**config.mk**
```make
export PLATFORM = sky130hd
export DESIGN_NAME = conv_2d_feeder
export DESIGN_NICKNAME = d
export VERILOG_FILES = /design/src/rtl/conv_2d_feeder_pkg.sv /design/src/rtl/conv_2d_feeder_addr_gen.sv /design/src/rtl/conv_2d_feeder.sv
export SDC_FILE = /design/constraint.sdc
export NUM_CORES = 1
export LEC_CHECK = 0
export CORE_AREA = 2 2 148 78
export CTS_CLUSTER_SIZE = 20
export DETAILED_ROUTE_END_ITERATION = 10
export DIE_AREA = 0 0 150 80
export GPL_ROUTABILITY_DRIVEN = 0
export MAX_ROUTING_LAYER = met4
export PLACE_DENSITY = 0.83
export SYNTH_ARGS = -nofsm -noshare
export SYNTH_HDL_FRONTEND = slang
export SYNTH_HIERARCHICAL = 1
export SYNTH_SLANG_ARGS = --single-unit
```
**constraint.sdc**
```tcl
create_clock -name clk -period 7.95 [get_ports clk]
set_clock_uncertainty 0.2 [all_clocks]
set_input_delay 1.1925 -clock clk [delete_from_list [all_inputs] [get_ports clk]]
set_output_delay 1.1925 -clock clk [all_outputs]
set_load 0.03 [all_outputs]
```
**src/rtl/conv_2d_feeder_pkg.sv**
```systemverilog
// Shared types and constants for the conv_2d_feeder sequencer.
// Provides the FSM state enum, the lane count and a lane-slice helper.
package conv_pkg;

    localparam int LANES  = 4;
    localparam int DW     = 8;
    localparam int PSUM_W = 16;

    typedef enum logic [2:0] {
        IDLE  = 3'd0,
        CLEAR = 3'd1,
        FEED  = 3'd2,
        DRAIN = 3'd3,
        OUT   = 3'd4
    } state_t;

    function automatic logic signed [PSUM_W-1:0] psum_lane(
        input logic [LANES*PSUM_W-1:0] v,
        input int                      n
    );
        return v[n*PSUM_W +: PSUM_W];
    endfunction

endpackage

```
**src/rtl/conv_2d_feeder_addr_gen.sv**
```systemverilog
// Tap counter (ky, kx) and image/weight RAM address arithmetic for one job.
// Addresses wrap modulo 2^ADDR_W; window bounds are deliberately unchecked.
module conv_addr_gen #(
    parameter int K      = 3,
    parameter int IMG_W  = 8,
    parameter int ADDR_W = 8
) (
    input  logic              clk,
    input  logic              rst_n,
    input  logic              load,
    input  logic [ADDR_W-1:0] row,
    input  logic [ADDR_W-1:0] col,
    input  logic              step,
    output logic              last_tap,
    output logic [ADDR_W-1:0] x_addr,
    output logic [ADDR_W-1:0] w_addr
);
    import conv_pkg::*;

    localparam int KW = (K > 1) ? $clog2(K) : 1;

    logic [KW-1:0]     ky_reg;
    logic [KW-1:0]     kx_reg;
    logic [ADDR_W-1:0] row_reg;
    logic [ADDR_W-1:0] col_reg;
    logic [ADDR_W-1:0] ky_ext;
    logic [ADDR_W-1:0] kx_ext;

    assign last_tap = (ky_reg == KW'(K-1)) && (kx_reg == KW'(K-1));

    always_ff @(posedge clk or negedge rst_n) begin
        if (!rst_n) begin
            ky_reg  <= '0;
            kx_reg  <= '0;
            row_reg <= '0;
            col_reg <= '0;
        end else if (load) begin
            ky_reg  <= '0;
            kx_reg  <= '0;
            row_reg <= row;
            col_reg <= col;
        end else if (step) begin
            // Row-major walk; the final tap wraps the counter back to (0,0).
            if (kx_reg == KW'(K-1)) begin
                kx_reg <= '0;
                ky_reg <= last_tap ? '0 : ky_reg + 1'b1;
            end else begin
                kx_reg <= kx_reg + 1'b1;
            end
        end
    end

    assign ky_ext = {{(ADDR_W-KW){1'b0}}, ky_reg};
    assign kx_ext = {{(ADDR_W-KW){1'b0}}, kx_reg};
    assign x_addr = (row_reg + ky_ext) * ADDR_W'(IMG_W) + (col_reg + kx_ext);
    assign w_addr = ky_ext * ADDR_W'(K) + kx_ext;

endmodule

```
**src/rtl/conv_2d_feeder.sv**
```systemverilog
// Job sequencer for the 4-lane conv_2d_engine: clear, feed K*K taps, drain, present result.
// Define CONV_FEEDER_RELU_EN to clamp negative result lanes to zero at capture.
module conv_2d_feeder #(
    parameter int K       = 3,
    parameter int IMG_W   = 8,
    parameter int ADDR_W  = 8,
    parameter int DW      = 8,
    parameter int PSUM_W  = 16,
    parameter int ENG_LAT = 1
) (
    input  logic                clk,
    input  logic                rst_n,
    input  logic                start,
    input  logic [ADDR_W-1:0]   out_row,
    input  logic [ADDR_W-1:0]   out_col,
    output logic                busy,
    output logic                x_rd_en,
    output logic [ADDR_W-1:0]   x_addr,
    input  logic [DW-1:0]       x_rdata,
    output logic                w_rd_en,
    output logic [ADDR_W-1:0]   w_addr,
    input  logic [4*DW-1:0]     w_rdata,
    output logic                eng_clear,
    output logic                eng_valid,
    output logic [DW-1:0]       eng_x,
    output logic [4*DW-1:0]     eng_w,
    input  logic [4*PSUM_W-1:0] eng_out,
    output logic [4*PSUM_W-1:0] res_data,
    output logic                res_valid,
    input  logic                res_ready
);
    import conv_pkg::*;

    localparam int DCW = (ENG_LAT > 0) ? $clog2(ENG_LAT + 1) : 1;

    state_t               state_reg;
    state_t               state_next;
    logic [DCW-1:0]       drain_reg;
    logic                 eng_valid_reg;
    logic                 res_valid_reg;
    logic [4*PSUM_W-1:0]  res_data_reg;
    logic [4*PSUM_W-1:0]  capture_next;
    logic                 load;
    logic                 feed;
    logic                 last_tap;
    logic                 drain_done;
    logic [ADDR_W-1:0]    gen_x_addr;
    logic [ADDR_W-1:0]    gen_w_addr;

    conv_addr_gen #(
        .K      (K),
        .IMG_W  (IMG_W),
        .ADDR_W (ADDR_W)
    ) u_addr_gen (
        .clk      (clk),
        .rst_n    (rst_n),
        .load     (load),
        .row      (out_row),
        .col      (out_col),
        .step     (feed),
        .last_tap (last_tap),
        .x_addr   (gen_x_addr),
        .w_addr   (gen_w_addr)
    );

    assign drain_done = (state_reg == DRAIN) && (drain_reg == DCW'(ENG_LAT));

    always_ff @(posedge clk or negedge rst_n) begin
        if (!rst_n) state_reg <= IDLE;
        else        state_reg <= state_next;
    end

    always_comb begin
        state_next = state_reg;
        case (state_reg)
            IDLE:    if (start) state_next = CLEAR;
            CLEAR:   state_next = FEED;
            FEED:    if (last_tap) state_next = DRAIN;
            DRAIN:   if (drain_done) state_next = OUT;
            OUT:     if (res_valid_reg && res_ready) state_next = IDLE;
            default: state_next = IDLE;
        endcase
    end

    always_comb begin
        busy      = (state_reg != IDLE);
        load      = (state_reg == IDLE) && start;
        feed      = (state_reg == FEED);
        eng_clear = (state_reg == CLEAR);
    end

    assign x_rd_en = feed;
    assign w_rd_en = feed;
    assign x_addr  = feed ? gen_x_addr : '0;
    assign w_addr  = feed ? gen_w_addr : '0;

    // One register stage matches the one-cycle read latency of both RAMs.
    assign eng_valid = eng_valid_reg;
    assign eng_x     = eng_valid_reg ? x_rdata : '0;
    assign eng_w     = eng_valid_reg ? w_rdata : '0;

    genvar gi;
    generate
        for (gi = 0; gi < 4; gi++) begin : g_lane
            logic [PSUM_W-1:0] lane;
            assign lane = eng_out[gi*PSUM_W +: PSUM_W];
`ifdef CONV_FEEDER_RELU_EN
            assign capture_next[gi*PSUM_W +: PSUM_W] = lane[PSUM_W-1] ? '0 : lane;
`else
            assign capture_next[gi*PSUM_W +: PSUM_W] = lane;
`endif
        end
    endgenerate

    always_ff @(posedge clk or negedge rst_n) begin
        if (!rst_n) begin
            eng_valid_reg <= 1'b0;
            drain_reg     <= '0;
            res_valid_reg <= 1'b0;
            res_data_reg  <= '0;
        end else begin
            eng_valid_reg <= feed;
            // DRAIN is entered alongside the last eng_valid cycle, so ENG_LAT
            // further cycles leave the engine output settled.
            drain_reg     <= (state_reg == DRAIN) ? drain_reg + 1'b1 : '0;
            if (drain_done) begin
                res_data_reg  <= capture_next;
                res_valid_reg <= 1'b1;
            end else if (res_valid_reg && res_ready) begin
                res_valid_reg <= 1'b0;
            end
        end
    end

    assign res_valid = res_valid_reg;
    assign res_data  = res_data_reg;

endmodule

```
-- Yosys cells after proc, flatten, opt, wreduce, memory -nomap -nowiden
Index checks and enable logic that the tools add are counted.
- reduce and logical (&&, ||, !) cells: 11
- multiply operators: 1
- muxes and demuxes: 19
- equality and inequality tests: 10
- $add $sub $neg: 7
- operator list (operator ; number):
    32-bit 2-to-1 mux ; 1
    8-bit 2-to-1 mux ; 3
    8-bit by 2-bit adder with 8-bit output ; 2
    3-bit case mux with 5 select lines ; 1
    2-bit 2-to-1 mux ; 7
    3-bit 2-to-1 mux ; 4
    8-bit adder ; 1
    3-bit by 2-bit == test with 1-bit output (second input constant) ; 2
    2-bit inequality test (second input constant) ; 3
    2-bit nonzero test ; 3
    5-bit by 2-bit adder with 5-bit output ; 1
    2-bit by 1-bit adder with 2-bit output (second input constant) ; 2
    2-bit == test (second input constant) ; 2
    1-bit logical AND ; 4
    2-bit by 2-bit multiplier with 4-bit output (second input constant) ; 1
    4-bit AND reduction ; 1
    3-bit by 1-bit == test with 1-bit output (second input constant) ; 1
    3-bit == test (second input constant) ; 1
    3-bit zero test ; 1
    1-bit 2-to-1 mux ; 3
    3-bit nonzero test ; 1
    2-bit by 1-bit inequality test with 1-bit output (second input constant) ; 1
    2-bit AND reduction ; 1
    1-bit adder (second input constant) ; 1
- bits in registers: 87
- word-level logic and storage cells: 57
- input port bits: 124
- output and inout bits: 126

-- Longest topological paths before layout
Gate-level depths: netlist of run 1.
- depth after elaboration: 6
- gate-level depth with buffers: 9
- gate-level depth less buffers: 9

-- Cells and area by module
Netlist of run 1, hierarchy kept.
- by module, submodules not included (module ; cells each ; instances ; area an instance (um^2) ; sequential area each (um^2)):
    conv_2d_feeder ; 223 ; 1 ; 3164.3 ; 1751.7
    conv_addr_gen ; 102 ; 1 ; 1124.8 ; 425.4

-- Worst setup path before layout of run 1
Ideal clock, no wire load.
- path kind: flip-flop to output port
- start: register u_addr_gen.ky_reg[0]
- end: output port x_addr[7]
- setup slack: 4.156 ns
- data required time: 6.557 ns
- data arrival time: 2.401 ns
- cell stages (with the launch flop): 9
- path buffers: 0
- cell sequence: dfrtp_1 > ha_1 > fa_1 > ha_1 > and3_1 > a221oi_2 > o21ai_2 > xnor2_1 > and2_1
- cells in the longest elaborated chain, start to end: 3
- RTL lines (what ; line ; text):
    from (decl) ; conv_2d_feeder_addr_gen.sv:22 ; logic [KW-1:0] ky_reg;
    from (signal assigned) ; conv_2d_feeder_addr_gen.sv:46 ; ky_reg <= last_tap ? '0 : ky_reg + 1'b1;
    5-bit by 2-bit adder with 5-bit output ; conv_2d_feeder_addr_gen.sv:55 ; assign x_addr = (row_reg + ky_ext) * ADDR_W'(IMG_W) + (col_reg + kx_ext);
    8-bit adder ; conv_2d_feeder_addr_gen.sv:55 ;
    via gen_x_addr[7] ; conv_2d_feeder.sv:47 ; logic [ADDR_W-1:0] gen_x_addr;
    8-bit 2-to-1 mux ; conv_2d_feeder.sv:94 ; assign x_addr = feed ? gen_x_addr : '0;
    to (decl) ; conv_2d_feeder.sv:18 ; output logic [ADDR_W-1:0] x_addr,
The timed path passes the listed nets, and every way through them passes these cells.

-- Final worst setup path of run 1
Ends and elaborated chain as after synthesis.

==> qor.csv, run 1 <==
metric;value;unit
final_worst_path_cycle_share;61.2;%
startpoint_of_the_lowest_slack_register_to_register_path;state_reg[1]$_DFFE_PN0P_;
hold_path_endpoint;res_data[58]$_DFFE_PN0P_;
final_max_slew_viol_count;0;
numPortBuffers;242;
post_synth_fa_ha_maj_area_fraction;5.08;%
std_cell_rows;27;
critPathMaxStageDelay;0.68;ns
worstSkewPairLatency;0.32;ns
outcome;complete, no violations;
synth_warn;6;
largest_register_ffs;64;
setup_violations;0;
first_pass_grt_wire_length;18.2;mm
antenna_cells_inserted;0;
rr_endpoint;u_addr_gen/ky_reg[1]$_DFFE_PN0P_;
hold_buffers;0;
hold_path_class;flop to flop;
vias;3251;
layout_commonest_cell;sky130_fd_sc_hd__clkdlybuf4s50_1;
tightest_slew_margin_relative_to_the_limit;24.5;%
totalNegativeSetupSlack;0;ns
cts_repair_resize_count;0;
drtAntennaViolNets;0;
post-route-util;66.9;%
number_of_top_level_pins;250;
finalWorstPathRequiredPeriod;4.87;ns
rsz0062_at_grt;false;
clock_tree.buffer_depth;2;
power;3430;µW
drt_wl_total;11.8;mm
vdd_drop_max;0.279;mV
worst-endpoint-required;6.56;ns
number_of_global_route_vias_before_repair;3410;
yosysSeqAreaShare;50.8;%
cts_root_buf;sky130_fd_sc_hd__clkbuf_16;
antenna_violations_before_repair;0;
number_of_sinks_on_the_clock_net;87;
synth_cell_type_count;34;
route.detailed.vias_per_inst;4.55;
synth_compound_gate_area_share;2.22;%
setup.worst_path.end_class;output port;
leading_cell_types_in_the_layout_fill_and_taps_excluded;241 x sky130_fd_sc_hd__clkdlybuf4s50_1, 87 x sky130_fd_sc_hd__dfrtp_1, 56 x sky130_fd_sc_hd__and2_1;
synth_cells;325;
synthXorXnorAreaFrac;2.04;%
maxCapViolCount;0;
max_clock_freq;205;MHz
setup.reg_to_reg.worst_slack;5.61;ns
hold_viol_final;0;
critical_path_arrival;3.48;ns
stdcell_area;7140;µm²
initial_core_util;40.2;%
initialDrtViolationCount;52;
drc;0;
synth_simple_gate_area_share;12.0;%
p_leak;0.00314;µW
first_pass_iters;5;
placed_area;6800;µm²
worst_slew_pin_slew;1.13;ns
cts-buffers-inserted;9;
post_synth.cell_area_avg;13.2;µm²
globalRouteOverflowTotal;0;
synth_top_family_by_area;multiplexers;
cts_tree;done;
h-tree-depth;3;
die_h;80;µm
timing.hold.worst.start;res_data[58]$_DFFE_PN0P_;
timing.critical_path.slowest_stage_cell;sky130_fd_sc_hd__clkdlybuf4s50_1;
cpMostUsedCell;sky130_fd_sc_hd__ha_1;
powerDensity;480;nW/µm²
finish.net_count;704;
path_clk_slew;0.06;ns
crit_path_max_fanout;6;
global_route.usage.total;20.6;%
synthesized_flop_and_latch_total;87;
share_of_layout_cells_above_drive_strength_1;17.4;%
syn_std_cell_area;4290;µm²
number_of_cell_instances_on_the_worst_register_to_register_path;5;
area_enclosed_by_the_die_boundary;12000;µm²
hold-path-cell-count;1;
hpwlAfterDp;9.29;mm
number_of_buffers_inserted_by_post_cts_setup_repair;0;
core_area;10700;µm²
wl_per_cell;16.6;µm
synthToLayoutAreaGrowth;66.5;%
die-width;150;µm
maximum_number_of_pins_on_one_net_before_global_route_repair;67;
critical_path_class;flop to output port;
cp_cell_sequence;ha_1 > fa_1 > ha_1 > and3_1 > a221oi_2 > o21ai_2 > xnor2_1 > and2_1 > clkdlybuf4s50_1;
worst_setup_path_start_kind;flop;
synthMuxAreaShare;23.8;%
cell usage after synthesis (all sizes together):
| master | instances | share of area, % |
|---|---|---|
| mux2 | 77 | 24 |
| xnor2 | 8 | 1.6 |
| clkbuf | 5 | 0.44 |
| or3 | 1 | 0.15 |
| nor3b | 2 | 0.47 |
| inv | 13 | 1.1 |
| and3 | 2 | 0.29 |
| dfrtp | 87 | 51 |
| nor3 | 3 | 0.35 |
| xor2 | 2 | 0.41 |
| nor2 | 9 | 0.79 |
| conb | 1 | 0.087 |
| fa | 4 | 1.9 |
| nand3 | 2 | 0.23 |
| o21ai | 4 | 0.55 |
| nor2b | 1 | 0.15 |
| nand2 | 8 | 0.70 |
| a21o | 2 | 0.35 |
| a221oi | 1 | 0.35 |
| nand2b | 2 | 0.29 |
| ha | 11 | 3.2 |
| a211oi | 2 | 0.35 |
| nand3b | 1 | 0.18 |
| buf | 14 | 2.5 |
| a21oi | 4 | 0.47 |
| a31oi | 1 | 0.15 |
| and2 | 56 | 8.2 |
| mux2i | 1 | 0.23 |
| nand4b | 1 | 0.20 |
metrics by stage:
| stage | hold slack [ns] | setup WS (ns) | cells |
|---|---|---|---|
| after floorplan | 0.285 | 4.16 | 328 |
| after global placement | 0.285 | 3.51 | 699 |
| after detailed placement | 0.292 | 3.43 | 699 |
| after CTS | 0.308 | 3.05 | 714 |
| after global routing | 0.325 | 2.91 | 714 |
| final | 0.302 | 3.08 | 714 |
per-layer routing:
layer,global-route usage [%],share of wire (%),wire [µm]
met2,32.3,46,5440
met1,26.5,46,5430
met5,-,0,0
met3,6.91,7.0,833
met4,3.87,1.0,118
final cells by class:
type | instances | area (µm²)
fill | 808 | 3530
clock buffer | 10 | 239
timing repair buffer | 245 | 2440
tap | 145 | 181
multi-input combinational | 209 | 1950
clock inverter | 5 | 106
inverter | 13 | 48.8
sequential | 87 | 2180
power by group:
| group | switching (µW) | internal [µW] |
|---|---|---|
| registers | 174 | 669 |
| logic | 1100 | 1010 |
| clock network | 162 | 314 |
worst max path at each step:
stage,startpoint,slack [ns],to,cells after the start
2_1_floorplan,u_addr_gen/ky_reg[0]$_DFFE_PN0P_,4.16,x_addr[7],8
3_3_place_gp,u_addr_gen/ky_reg[0]$_DFFE_PN0P_,3.51,x_addr[7],9
3_5_place_dp,u_addr_gen/ky_reg[0]$_DFFE_PN0P_,3.43,x_addr[7],9
4_1_cts,u_addr_gen/ky_reg[0]$_DFFE_PN0P_,3.05,x_addr[7],9
5_1_grt,u_addr_gen/ky_reg[0]$_DFFE_PN0P_,2.91,x_addr[7],9
6_report,u_addr_gen/ky_reg[0]$_DFFE_PN0P_,3.08,x_addr[7],9
worst max-delay path: cells and delay by family, from the launching register on:
kind	cells	cell delay (ns)
fa+ha+maj	3	1.08
buf+inv	1	0.68
flops	1	0.47
compound gates	2	0.42
simple gates	2	0.37
xor+xnor	1	0.12
cell families (layout without fill, tap and decap cells):
kind of cell	count (synthesis)	after routing
AOI/OAI and AO/OA	14	14
xor gates and xnor gates	10	10
adders and majority gates	15	15
buffers and inverters	32	273
DFF	87	87
muxes	78	78
other	1	4
and+or+nand+nor	88	88
Power figures use the tool's default switching activity.
==> run 2: changes to the inputs <==
Settings changed: CORE_AREA 2 2 148 78 to 2 2 160 84, DIE_AREA 0 0 150 80 to 0 0 162 86, PLACE_DENSITY 0.83 to 0.75.
Clock period 7.95 ns to 4.15 ns, I/O delays scaled along.
==> run 2 against run 1 <==
Compared with the run above: power is 89% higher; die area is 16% higher; global-route usage is 3.0 points lower; sequential power is 91% higher; non-clock buffer count is 2 higher; combinational power is 90% higher; sequential share of layout area is 0.12 points lower; clock power is 84% higher; cell count is 3.9% higher; largest power group unchanged; register-to-register slack worse by 3.4 ns; worst setup slack worse by 2.9 ns; first-iteration DRC count grew to 2.8 times the previous value.
==> qor.csv, run 2 (same netlist as run 1, synthesis figures left out) <==
metric;value;unit;change
final_worst_path_cycle_share;94.9;%;
finalWorstPathRequiredPeriod;3.94;ns;
drc;0;;unchanged
critical_path_class;flop to output port;;unchanged
dpl.cell_count;726;;was 699
maximum_number_of_pins_on_one_net_before_global_route_repair;59;;was 67
area_enclosed_by_the_die_boundary;13900;µm²;was 12,000 µm²
number_of_top_level_pins;250;;unchanged
leading_cell_types_in_the_layout_fill_and_taps_excluded;238 x sky130_fd_sc_hd__clkdlybuf4s50_1, 87 x sky130_fd_sc_hd__dfrtp_1, 56 x sky130_fd_sc_hd__and2_1;;was 241 x sky130_fd_sc_hd__clkdlybuf4s50_1, 87 x sky130_fd_sc_hd__dfrtp_1, 56 x sky130_fd_sc_hd__and2_1
totalNegativeSetupSlack;0;ns;unchanged
p_leak;0.00317;µW;was 0.00314 µW
share_of_layout_cells_above_drive_strength_1;18.0;%;was 17.4%
initialDrtViolationCount;145;;was 52
path_clk_slew;0.07;ns;was 0.06 ns
max_clock_freq;254;MHz;
die_h;86;µm;was 80 µm
number_of_global_route_vias_before_repair;3477;;was 3,410
setup.worst_path.end;x_addr[5];;was x_addr[7]
clock_tree.buffer_depth;2;;unchanged
worst_slew_pin_slew;0.881;ns;was 1.13 ns
cts_tree;done;;unchanged
critical_path_arrival;3.11;ns;was 3.48 ns
outcome;complete, no violations;;unchanged
tightest_slew_margin_relative_to_the_limit;41.3;%;was 24.5%
finish.net_count;706;;was 704
finish.cell_count_without_fillers;742;;was 714
std_cell_rows;29;;was 27
number_of_cell_instances_on_the_worst_register_to_register_path;3;;was 5
hold_viol_final;0;;unchanged
route.detailed.vias_per_inst;4.32;;was 4.55
globalRouteOverflowTotal;0;;unchanged
worst-endpoint-required;3.33;ns;was 6.56 ns
power;6490;µW;was 3430 µW
finalHoldWorstSlack;0.125;ns;was 0.302 ns
drtAntennaViolNets;0;;unchanged
maxCapViolCount;0;;unchanged
vias;3204;;was 3,251
final_max_slew_viol_count;0;;unchanged
antenna_cells_inserted;0;;unchanged
h-tree-depth;3;;unchanged
setup_violations;0;;unchanged
wl_per_cell;15.8;µm;was 16.6 µm
antenna_violations_before_repair;0;;unchanged
hold_path_class;primary input to async pin;;was flop to flop
first_pass_iters;4;;was 5
hold_buffers;0;;unchanged
die-width;162;µm;was 150 µm
numPortBuffers;242;;unchanged
crit_path_max_fanout;6;;unchanged
vdd_drop_max;0.745;mV;was 0.279 mV
powerDensity;906;nW/µm²;was 480 nW/µm²
largest_register_ffs;64;;unchanged
startpoint_of_the_lowest_slack_register_to_register_path;state_reg[0]$_DFFE_PN0P_;;was state_reg[1]$_DFFE_PN0P_
critPathLaunch;u_addr_gen/ky_reg[0]$_DFFE_PN0P_;;unchanged
number_of_sinks_on_the_clock_net;87;;unchanged
post-route-util;57.8;%;was 66.9%
initial_core_util;34.6;%;was 40.2%
first_pass_grt_wire_length;18.4;mm;was 18.2 mm
cts_root_buf;sky130_fd_sc_hd__clkbuf_16;;unchanged
worst_setup_path_start_kind;flop;;unchanged
cts-buffers-inserted;9;;unchanged
drt_wl_total;11.7;mm;was 11.8 mm
rsz0062_at_grt;false;;unchanged
number_of_buffers_inserted_by_post_cts_setup_repair;0;;unchanged
layout_commonest_cell;sky130_fd_sc_hd__clkdlybuf4s50_1;;unchanged
nFillCells;1041;;was 808
setup.reg_to_reg.worst_slack;2.20;ns;was 5.61 ns
synthToLayoutAreaGrowth;67.2;%;was 66.5%
core_area;12400;µm²;was 10,700 µm²
rr_endpoint;res_data[40]$_DFFE_PN0P_;;was u_addr_gen/ky_reg[1]$_DFFE_PN0P_
global_route.usage.total;17.6;%;was 20.6%
hpwlAfterDp;9.12;mm;was 9.29 mm
worstSkewPairLatency;0.33;ns;was 0.32 ns
setup.worst_path.end_class;output port;;unchanged
## run 2: where the power goes
group / internal (µW) / switching (µW) / leakage (µW)
registers: 1280 / 325 / 0.00103
logic: 1920 / 2100 / 0.00198
clock network: 548 / 327 / 0.000161
total: 3740 / 2750 / 0.00317
## run 2: critical path, cell delays in order, from the launching register on
cell and delay, ns:
sky130_fd_sc_hd__dfrtp_1 0.45, sky130_fd_sc_hd__ha_1 0.26, sky130_fd_sc_hd__fa_1 0.46, sky130_fd_sc_hd__ha_1 0.36
sky130_fd_sc_hd__and3_1 0.21, sky130_fd_sc_hd__a221oi_2 0.32, sky130_fd_sc_hd__xnor2_1 0.17, sky130_fd_sc_hd__and2_1 0.16
sky130_fd_sc_hd__dlygate4sd2_1 0.40
## run 2: through the flow
stage	worst slack [ns]	cell area, µm²
finish	0.213	7170
global route	0.0840	7170
CTS	0.0872	7170
detailed placement	0.267	6840
global placement	0.292	6840
floorplan	0.926	4300
## run 2: worst min-delay path by stage
stage / from / end / slack [ns]
final: rst_n / u_addr_gen/col_reg[0]$_DFFE_PN0P_ / 0.12
after global routing: rst_n / u_addr_gen/col_reg[0]$_DFFE_PN0P_ / 0.19
after CTS: rst_n / u_addr_gen/col_reg[0]$_DFFE_PN0P_ / 0.17
after detailed placement: res_data[6]$_DFFE_PN0P_ / res_data[6]$_DFFE_PN0P_ / 0.29
after global placement: res_data[39]$_DFFE_PN0P_ / res_data[39]$_DFFE_PN0P_ / 0.29
after floorplan: rst_n / drain_reg$_DFF_PN0_ / 0.13
## run 2: cell type report
class                           count  area, µm²  share of cell area, %
Timing Repair Buffer              247       2450                   34.2
Sequential cell                    87       2180                   30.4
Multi-Input combinational cell    209       1950                   27.2
Clock buffer                       10        239                   3.33
Tap cell                          170        213                   2.97
Clock inverter                      6       92.6                   1.29
Inverter                           13       48.8                  0.680
## run 2: layer usage
metal,track usage [%],vias to the layer above,share of wire [%]
li1,-,1558,-
met1,24.0,1518,47
met2,25.8,117,44
met3,5.90,11,7.5
met4,2.90,0,0.78
met5,-,-,0
## run 2: what timing repair did
item                       in CTS  in global routing
pin swaps                       0                  0
setup endpoints to repair       2                  2
gates resized for setup         2                  3
==> patch, RTL diff (flow settings as in run 2) <==
`K` is set to 3 in 2 places; all go to 6.
--- a/src/rtl/conv_2d_feeder_addr_gen.sv
+++ b/src/rtl/conv_2d_feeder_addr_gen.sv
@@ -3,3 +3,3 @@
 module conv_addr_gen #(
-    parameter int K      = 3,
+    parameter int K      = 6,
     parameter int IMG_W  = 8,
--- a/src/rtl/conv_2d_feeder.sv
+++ b/src/rtl/conv_2d_feeder.sv
@@ -3,3 +3,3 @@
 module conv_2d_feeder #(
-    parameter int K       = 3,
+    parameter int K       = 6,
     parameter int IMG_W   = 8,
Check against the original RTL: not equivalent (a bounded check fails within 10 cycles, from zero or initial values and one cycle with rst_n low).
==> patch against run 2 <==
  * Design area rose by 4.1%
  * Power rose by 5.4%
  * Synthesized area rose by 5.6%
  * Worst setup slack got worse by 0.0027 ns
  * Global-route usage rose by 0.75 points
  * Sequential cell count rose by 2
  * Largest power group unchanged
  * Routed wire length rose by 5.1%
  * Largest cell class unchanged
  * Cell count rose by 3.9%
==> patch: results (changes against run 2) <==
metric;value;unit;change
outcome;finished, final reports clean;;
Layout Nets;740;;+4.8%
area share of xor/xnor cells in the synthesized design;2.514;%;+0.47 points
largest net degree at the start of global routing;67;;+14%
worst slack, placed;0.2333;ns;-0.03346 ns
post-synthesis mux area share;22.49;%;-1.3 points
Placement Cell Area;0.007121;mm2;+4.0%
Pre-antenna DRT Iters;4;;unchanged
GRT Total Usage;18.33;%;+0.75 points
Post-Place Cells;755;;+4.0%
DR WL/cell;16.00;um;+1.2%
Worst-path clk slew;0.06;ns;
number of synthesis warnings;6;;unchanged
Internal;3.937;mW;+5.1%
slowest cell delay on critical path;0.45;ns;
Worst slew margin;31.37;%;-9.9 points
commonest cells in the netlist;89 x dfrtp_1, 56 x and2_1, 38 x mux2_2, 38 x mux2_4, 16 x ha_1;;
Worst path slowest cell;dfrtp_1;;
M3 GR Usage;4.207;%;-1.7 points
GR Util met2;27.58;%;+1.8 points
Root Driver;clkbuf_16;;
vias per std cell;4.490;;+4.0%
Adder-Cell Fraction of Synth Area;6.188;%;+1.1 points
met2 WL;5.615;mm;+8.1%
Post-Layout Cell Count;771;;+3.9%
Syn Area/Cell;12.87;um2;-2.5%
number of global-route vias before repair;3485;;+0.23%
VDD IR max;0.4570;mV;-39%
complex-gate fraction of the synthesized area;3.785;%;+1.6 points
sequential cell area fraction in the yosys report;49.17;%;-1.6 points
Final Power;6.848;mW;+5.4%
dpl hpwl;9.860;mm;+8.1%
sequential share of power;24.0;%;-0.7 points
first-pass GRT wire length;19.12;mm;+3.8%
drt initial violations;187;;+29%
total combinational power;4.27;mW;+6.5%
met3 wire len;616;um;-30%
I/O Buffers;245;;+1.2%
post_cts resized;2;;unchanged
M1 WL;6.004;mm;+7.7%
Synth cell types;37;;+8.8%
Synth area leaders;dfrtp_1 49%, mux2_4 13%, mux2_2 9.4%;;
static leakage;3.282;nW;+3.6%
GR Util met1;25.52;%;+1.5 points
proportion of layout cells with a drive suffix above 1;16.81;%;-1.2 points
number of fill cells in the layout;1011;;-2.9%
## patch: changes by cell type after synthesis, sizes merged, moves of 3 or more
cell,delta
buf,-4
a21oi,+6
ha,+5
nor2b,+4
o21ai,+3
inv,-3
## patch: area by class of cell
cell class,instances,area [um2],area share (%)
tap,170,212.7,2.849
clock buffer,9,225.2,3.017
clock inverter,7,123.9,1.659
inverter,10,37.54,0.5028
multi-input combinational,236,2156,28.88
timing repair buffer,250,2484,33.27
sequential,89,2227,29.83
## patch: final timing paths
path	from	endpoint	slack [ns]	cells after the start
setup / recovery	u_addr_gen/ky_reg[0]	x_addr[7]	0.21	9
hold / removal	rst_n	res_data[47]	0.15	2
setup reg to reg	state_reg[1]	res_data[43]	1.98	3
hold reg to reg	res_data[58]	res_data[58]	0.30	1
max in group asynchronous	rst_n	res_data[33]	3.12	2
min in group clk	res_data[58]	res_data[58]	0.30	1
